## src/rtl/upipe_ctrl.sv

```systemverilog
// Microprogram pipeline controller: owns the pipeline register between the
// control store and an am2910-style sequencer, inserting NOPs while fetches stall.
module upipe_ctrl (
  input  logic        clk,
  input  logic        nRESET,
  input  logic [11:0] Y,
  input  logic        nPL,
  input  logic        nMAP,
  input  logic        nVECT,
  input  logic [11:0] map_addr,
  input  logic [11:0] vect_addr,
  input  logic [7:0]  cond,
  input  logic        halt,
  output logic [11:0] cs_addr,
  output logic        cs_req,
  input  logic        cs_ack,
  input  logic [31:0] cs_data,
  output logic [3:0]  I,
  output logic        nCCEN,
  output logic        nRLD,
  output logic        CI,
  output logic        nCC,
  output logic [11:0] D,
  output logic [8:0]  uf,
  output logic [15:0] stall_cnt,
  output logic [1:0]  state_dbg
);

  localparam logic [1:0] ST_RUN  = 2'd0;
  localparam logic [1:0] ST_WAIT = 2'd1;
  localparam logic [1:0] ST_HOLD = 2'd2;

  // JZ: I=0000 with nCCEN/nRLD/CI high. NOP: I=0011 (CJP, condition disabled
  // so it always jumps to its own branch field, re-presenting the stalled address).
  localparam logic [31:0] JZ_WORD  = 32'h0000_0610;
  localparam logic [31:0] NOP_BASE = 32'h0000_0613;

  logic [1:0]  state, state_nxt;
  logic [11:0] pend_addr, pend_nxt;
  logic [31:0] pr, pr_nxt;
  logic [15:0] stall_nxt;
  logic        load_nop;

  // Fetch handshake: cs_addr is always Y; a fetch completes in any cycle where
  // cs_req and cs_ack are both high, and cs_data is consumed in that same cycle.
  // An ack without req (HOLD, or halt asserted) is ignored.
  assign cs_addr = Y;
  assign cs_req  = (state != ST_HOLD) && !halt;

  always_comb begin
    state_nxt = state;
    pend_nxt  = pend_addr;
    pr_nxt    = pr;
    load_nop  = 1'b0;
    case (state)
      ST_RUN, ST_WAIT: begin
        if (halt) begin
          pend_nxt  = Y;
          load_nop  = 1'b1;
          state_nxt = ST_HOLD;
        end else if (cs_ack) begin
          pr_nxt    = cs_data;
          state_nxt = ST_RUN;
        end else begin
          if (state == ST_RUN) pend_nxt = Y;
          load_nop  = 1'b1;
          state_nxt = ST_WAIT;
        end
      end
      ST_HOLD: begin
        if (halt) load_nop = 1'b1;
        else      state_nxt = ST_WAIT;
      end
      default: state_nxt = ST_RUN;
    endcase
    if (load_nop) pr_nxt = NOP_BASE | {9'd0, pend_nxt, 11'd0};
  end

  assign stall_nxt = (load_nop && (stall_cnt != 16'hFFFF)) ? stall_cnt + 16'd1 : stall_cnt;

  always_ff @(posedge clk) begin
    if (!nRESET) begin
      state     <= ST_RUN;
      pend_addr <= 12'd0;
      pr        <= JZ_WORD;
      stall_cnt <= 16'd0;
    end else begin
      state     <= state_nxt;
      pend_addr <= pend_nxt;
      pr        <= pr_nxt;
      stall_cnt <= stall_nxt;
    end
  end

  assign I         = pr[3:0];
  assign nCCEN     = pr[4];
  assign nRLD      = pr[9];
  assign CI        = pr[10];
  assign uf        = pr[31:23];
  assign nCC       = ~(cond[pr[7:5]] ^ pr[8]);
  assign state_dbg = state;

  always_comb begin
    if (!nMAP)       D = map_addr;
    else if (!nVECT) D = vect_addr;
    else if (!nPL)   D = pr[22:11];
    else             D = 12'h000;
  end

endmodule

```

## config.mk

```make
export PLATFORM = sky130hd
export DESIGN_NAME = upipe_ctrl
export DESIGN_NICKNAME = d
export VERILOG_FILES = /design/src/rtl/upipe_ctrl.sv
export SDC_FILE = /design/constraint.sdc
export NUM_CORES = 1
export LEC_CHECK = 0
export CORE_AREA = 5 5 75 129
export CTS_BUF_LIST = sky130_fd_sc_hd__clkbuf_8
export DETAILED_ROUTE_END_ITERATION = 12
export DIE_AREA = 0 0 80 134
export GPL_ROUTABILITY_DRIVEN = 0
export PLACE_DENSITY = 0.8
export SLEW_MARGIN = 30
export SYNTH_ARGS = -nofsm -noshare
export SYNTH_HDL_FRONTEND = slang
export SYNTH_SLANG_ARGS = --single-unit
```

## constraint.sdc

```tcl
create_clock -name clk -period 1.9 [get_ports clk]
set_clock_uncertainty 0.2 [all_clocks]
set_input_delay 0.285 -clock clk [delete_from_list [all_inputs] [get_ports clk]]
set_output_delay 0.285 -clock clk [all_outputs]
set_load 0.02 [all_outputs]
```

==> impl_metrics.ini <==
[synthesis]
async_flop_share = 0
syn-cell-area_mm2 = 0.00332
ys_types = 45
synth_fp_nets = 492
yosysSeqAreaShare = 0.374
synth_area_per_cell_um2 = 8.14
synth_seq_cells = 62
synth_cells = 408
ys.flop_type = dfxtp_1
synth_edf_count = 0
yosysWarnings = 0

[setup_path]
slowest_delay_ns = 0.50
r2r_end = stall_cnt[3]$_SDFFE_PN0P_
required_ns = 1.41
crit_buf_inv = 1
critPathTopFamily = multiplexers
reg2reg_slack_ns = 0.07
r2r-start = stall_cnt[0]$_SDFFE_PN0P_
arrival_ns = 1.72
reg2reg_depth = 6
worstPathCellList = mux4_2 > mux2i_2 > xor2_1 > buf_4
slowest_stage = mux4_2
endpoint = nCC
cp_num_cells = 4
cp-end-kind = output port
cp_max_fo = 3
crit_path_start = pr[5]$_SDFFE_PP0P_
worstSetupStartpointType = flip-flop
critical_path_class = flip-flop to output port

[clock_network]
numCtsBuffers = 9
cts.sinks = 62
post-cts-setup-buffer-count = 0
clk_pin_slew_worst_paths_ns = 0.07
clk_latency_ns = 0.35
cts_buffer_depth = 2
cts_root_buf = clkbuf_8
htreeDepth = 3
cts_tree = yes
ctsHoldBuffers = 0

[sta]
relSlewSlack = 0.631
drv_slew = 0
min_period_ns = 2.21
fin_crit_sh = 1.16
worstMarginPinSlew_ns = 0.552
timing.final.ws_setup_ns = -0.308
hold_viol = 0
setup_violations = 1
rsz0062_at_grt = yes
max_freq_mhz = 453

[die]
core_area_mm2 = 0.00856
initial_core_util = 0.388
die_w_um = 80
dieArea_mm2 = 0.0107
num_rows = 45
io_pins = 143
dieHeight_um = 134

[power_and_ir_drop]
power_density_mw_per_mm2 = 619
p_switching_mw = 0.854
pwr-share-seq = 0.422
ir_drop_uv = 512
comb_power_share = 0.221
netSwitchingFraction = 0.261
p_leak_nw = 2.17
internal_power_mw = 2.42
clock_power_share = 0.357
finalPower_mw = 3.27

[outcome]
status = finished with violations
failed_checks = negative setup slack

[placed_design]
post-dp-hpwl_mm = 7.94
post_dp_cell_area_mm2 = 0.00506
dp_cells = 673
post-place-ws_ns = -0.715
port_buffers = 142

[cells_and_area]
fin_area_mm2 = 0.00529
diodes = 0
postLayoutCoreUtil = 0.618
nNetsFinal = 653
layout-drive-gt1-share = 0.200
layout_commonest_cell = clkdlybuf4s50_1
multi_input_area_mm2 = 0.00181
syn_to_final_growth_pct = 59.3
seqCellArea_mm2 = 0.00125
final_cell_mix = 103 x clkdlybuf4s50_1, 57 x dfxtp_1, 56 x buf_4, 53 x nand2_1, 48 x a21oi_1
layout.cells.non_filler = 691
n_fill_cell = 769

[global_routing]
antenna_found_initial = 0
grt_overflow = 0
grt_pass1_wl_mm = 16.4
grt_pass1_vias = 3525
grt_max_degree = 31
track_usage = 0.190

[job]
maxCapViolCount = 0

[drt]
viasPerCell = 5.09
routed_wl_mm = 10.3
final_antenna_net_count = 0
drt_iter0_markers = 152
wire_per_inst_um = 14.9
firstDrtPassIters = 4
vias = 3519
drc = 0

[min_path]
hp-class = input port to flip-flop
==> registers in the layout, indices dropped and copies added, names as in the netlist <==
| signal | cells |
|---|---|
| pend_addr | 12 |
| pr | 32 |
| stall_cnt | 16 |
| state_dbg | 2 |
==> worst min-delay path by stage <==
stage                                    from                   endpoint  slack [ns]  depth (start not counted)
final                                    halt  state_dbg[0]$_SDFFE_PN0P_        0.14                          3
after CTS                 pr[29]$_SDFFE_PP0P_        pr[29]$_SDFFE_PP0P_        0.26                          2
after global routing                     halt  state_dbg[0]$_SDFFE_PN0P_        0.17                          3
after floorplan                          halt  state_dbg[0]$_SDFFE_PN0P_        0.16                          1
after detailed placement  pr[29]$_SDFFE_PP0P_        pr[29]$_SDFFE_PP0P_        0.25                          2
after global placement     pr[3]$_SDFFE_PP0P_         pr[3]$_SDFFE_PP0P_        0.24                          2
==> final cells by class <==
type / instances / area share
well taps: 117 / 0.0277
clock buffers: 11 / 0.0286
repair buffers: 202 / 0.354
flip-flops and latches: 62 / 0.236
multi-input cells: 290 / 0.341
clock inverters: 5 / 0.00946
inverters: 4 / 0.00307
==> synth_stat cells, types with 12 or more instances <==
| library cell | n | area (µm²) |
|---|---|---|
| dfxtp_1 | 62 | 1240 |
| nand3b_1 | 12 | 90.1 |
| and3_1 | 12 | 75.1 |
| nor2_1 | 18 | 67.6 |
| buf_4 | 27 | 203 |
| clkbuf_1 | 16 | 60.1 |
| nand2b_1 | 19 | 119 |
| a31oi_1 | 13 | 81.3 |
| a21oi_1 | 49 | 245 |
| nand2_1 | 53 | 199 |
| o21ai_0 | 22 | 110 |
==> per-stage QoR <==
stage / hold WS (ns) / setup TNS, ns
2_1_floorplan: 0.158 / 0
3_3_place_gp: 0.241 / -16.60
3_5_place_dp: 0.247 / -18.44
4_1_cts: 0.257 / -0.334
5_1_grt: 0.169 / -0.443
6_report: 0.144 / -0.308
==> what timing repair did <==
action / CTS / global route
resized for setup: 85 / 25
hold endpoints to repair: 0 / 0
gates cloned: 0 / 2
setup endpoints to repair: 31 / 51
pin swaps: 1 / 6
==> power groups by stage <==
stage	logic, mW	registers, mW	clock network [mW]
after global placement	0.726	1.41	0
after global routing	0.784	1.39	1.25
after CTS	0.718	1.38	1.20
after detailed placement	0.743	1.41	0
after floorplan	0.332	1.42	0
final	0.723	1.38	1.17
==> routing by layer <==
layer	global-route usage	wire length [µm]	part of all wire
met5	0	0	0
met3	0.0397	529	0.052
met1	0.193	3790	0.37
met2	0.365	5750	0.56
met4	0.0724	191	0.019
==> worst reg2reg max path: cells and delay by family (launching register included) <==
kind                     cells  cell delay, ns
buffers and inverters        1            0.17
adder cells (fa/ha/maj)      1            0.21
flip-flops                   1            0.32
AND/OR/NAND/NOR              3            0.70
AO/OA/AOI/OAI                1            0.16
==> cells by family after synthesis <==
| family | count (synthesis) | synth area share |
|---|---|---|
| buffers and inverters | 56 | 0.101 |
| XOR/XNOR | 1 | 0.00264 |
| AND/OR/NAND/NOR | 154 | 0.249 |
| adder cells (fa/ha/maj) | 1 | 0.00377 |
| flip-flops | 62 | 0.374 |
| multiplexers | 9 | 0.0347 |
| AO/OA/AOI/OAI | 125 | 0.235 |
(Power assumes the default switching activity.)
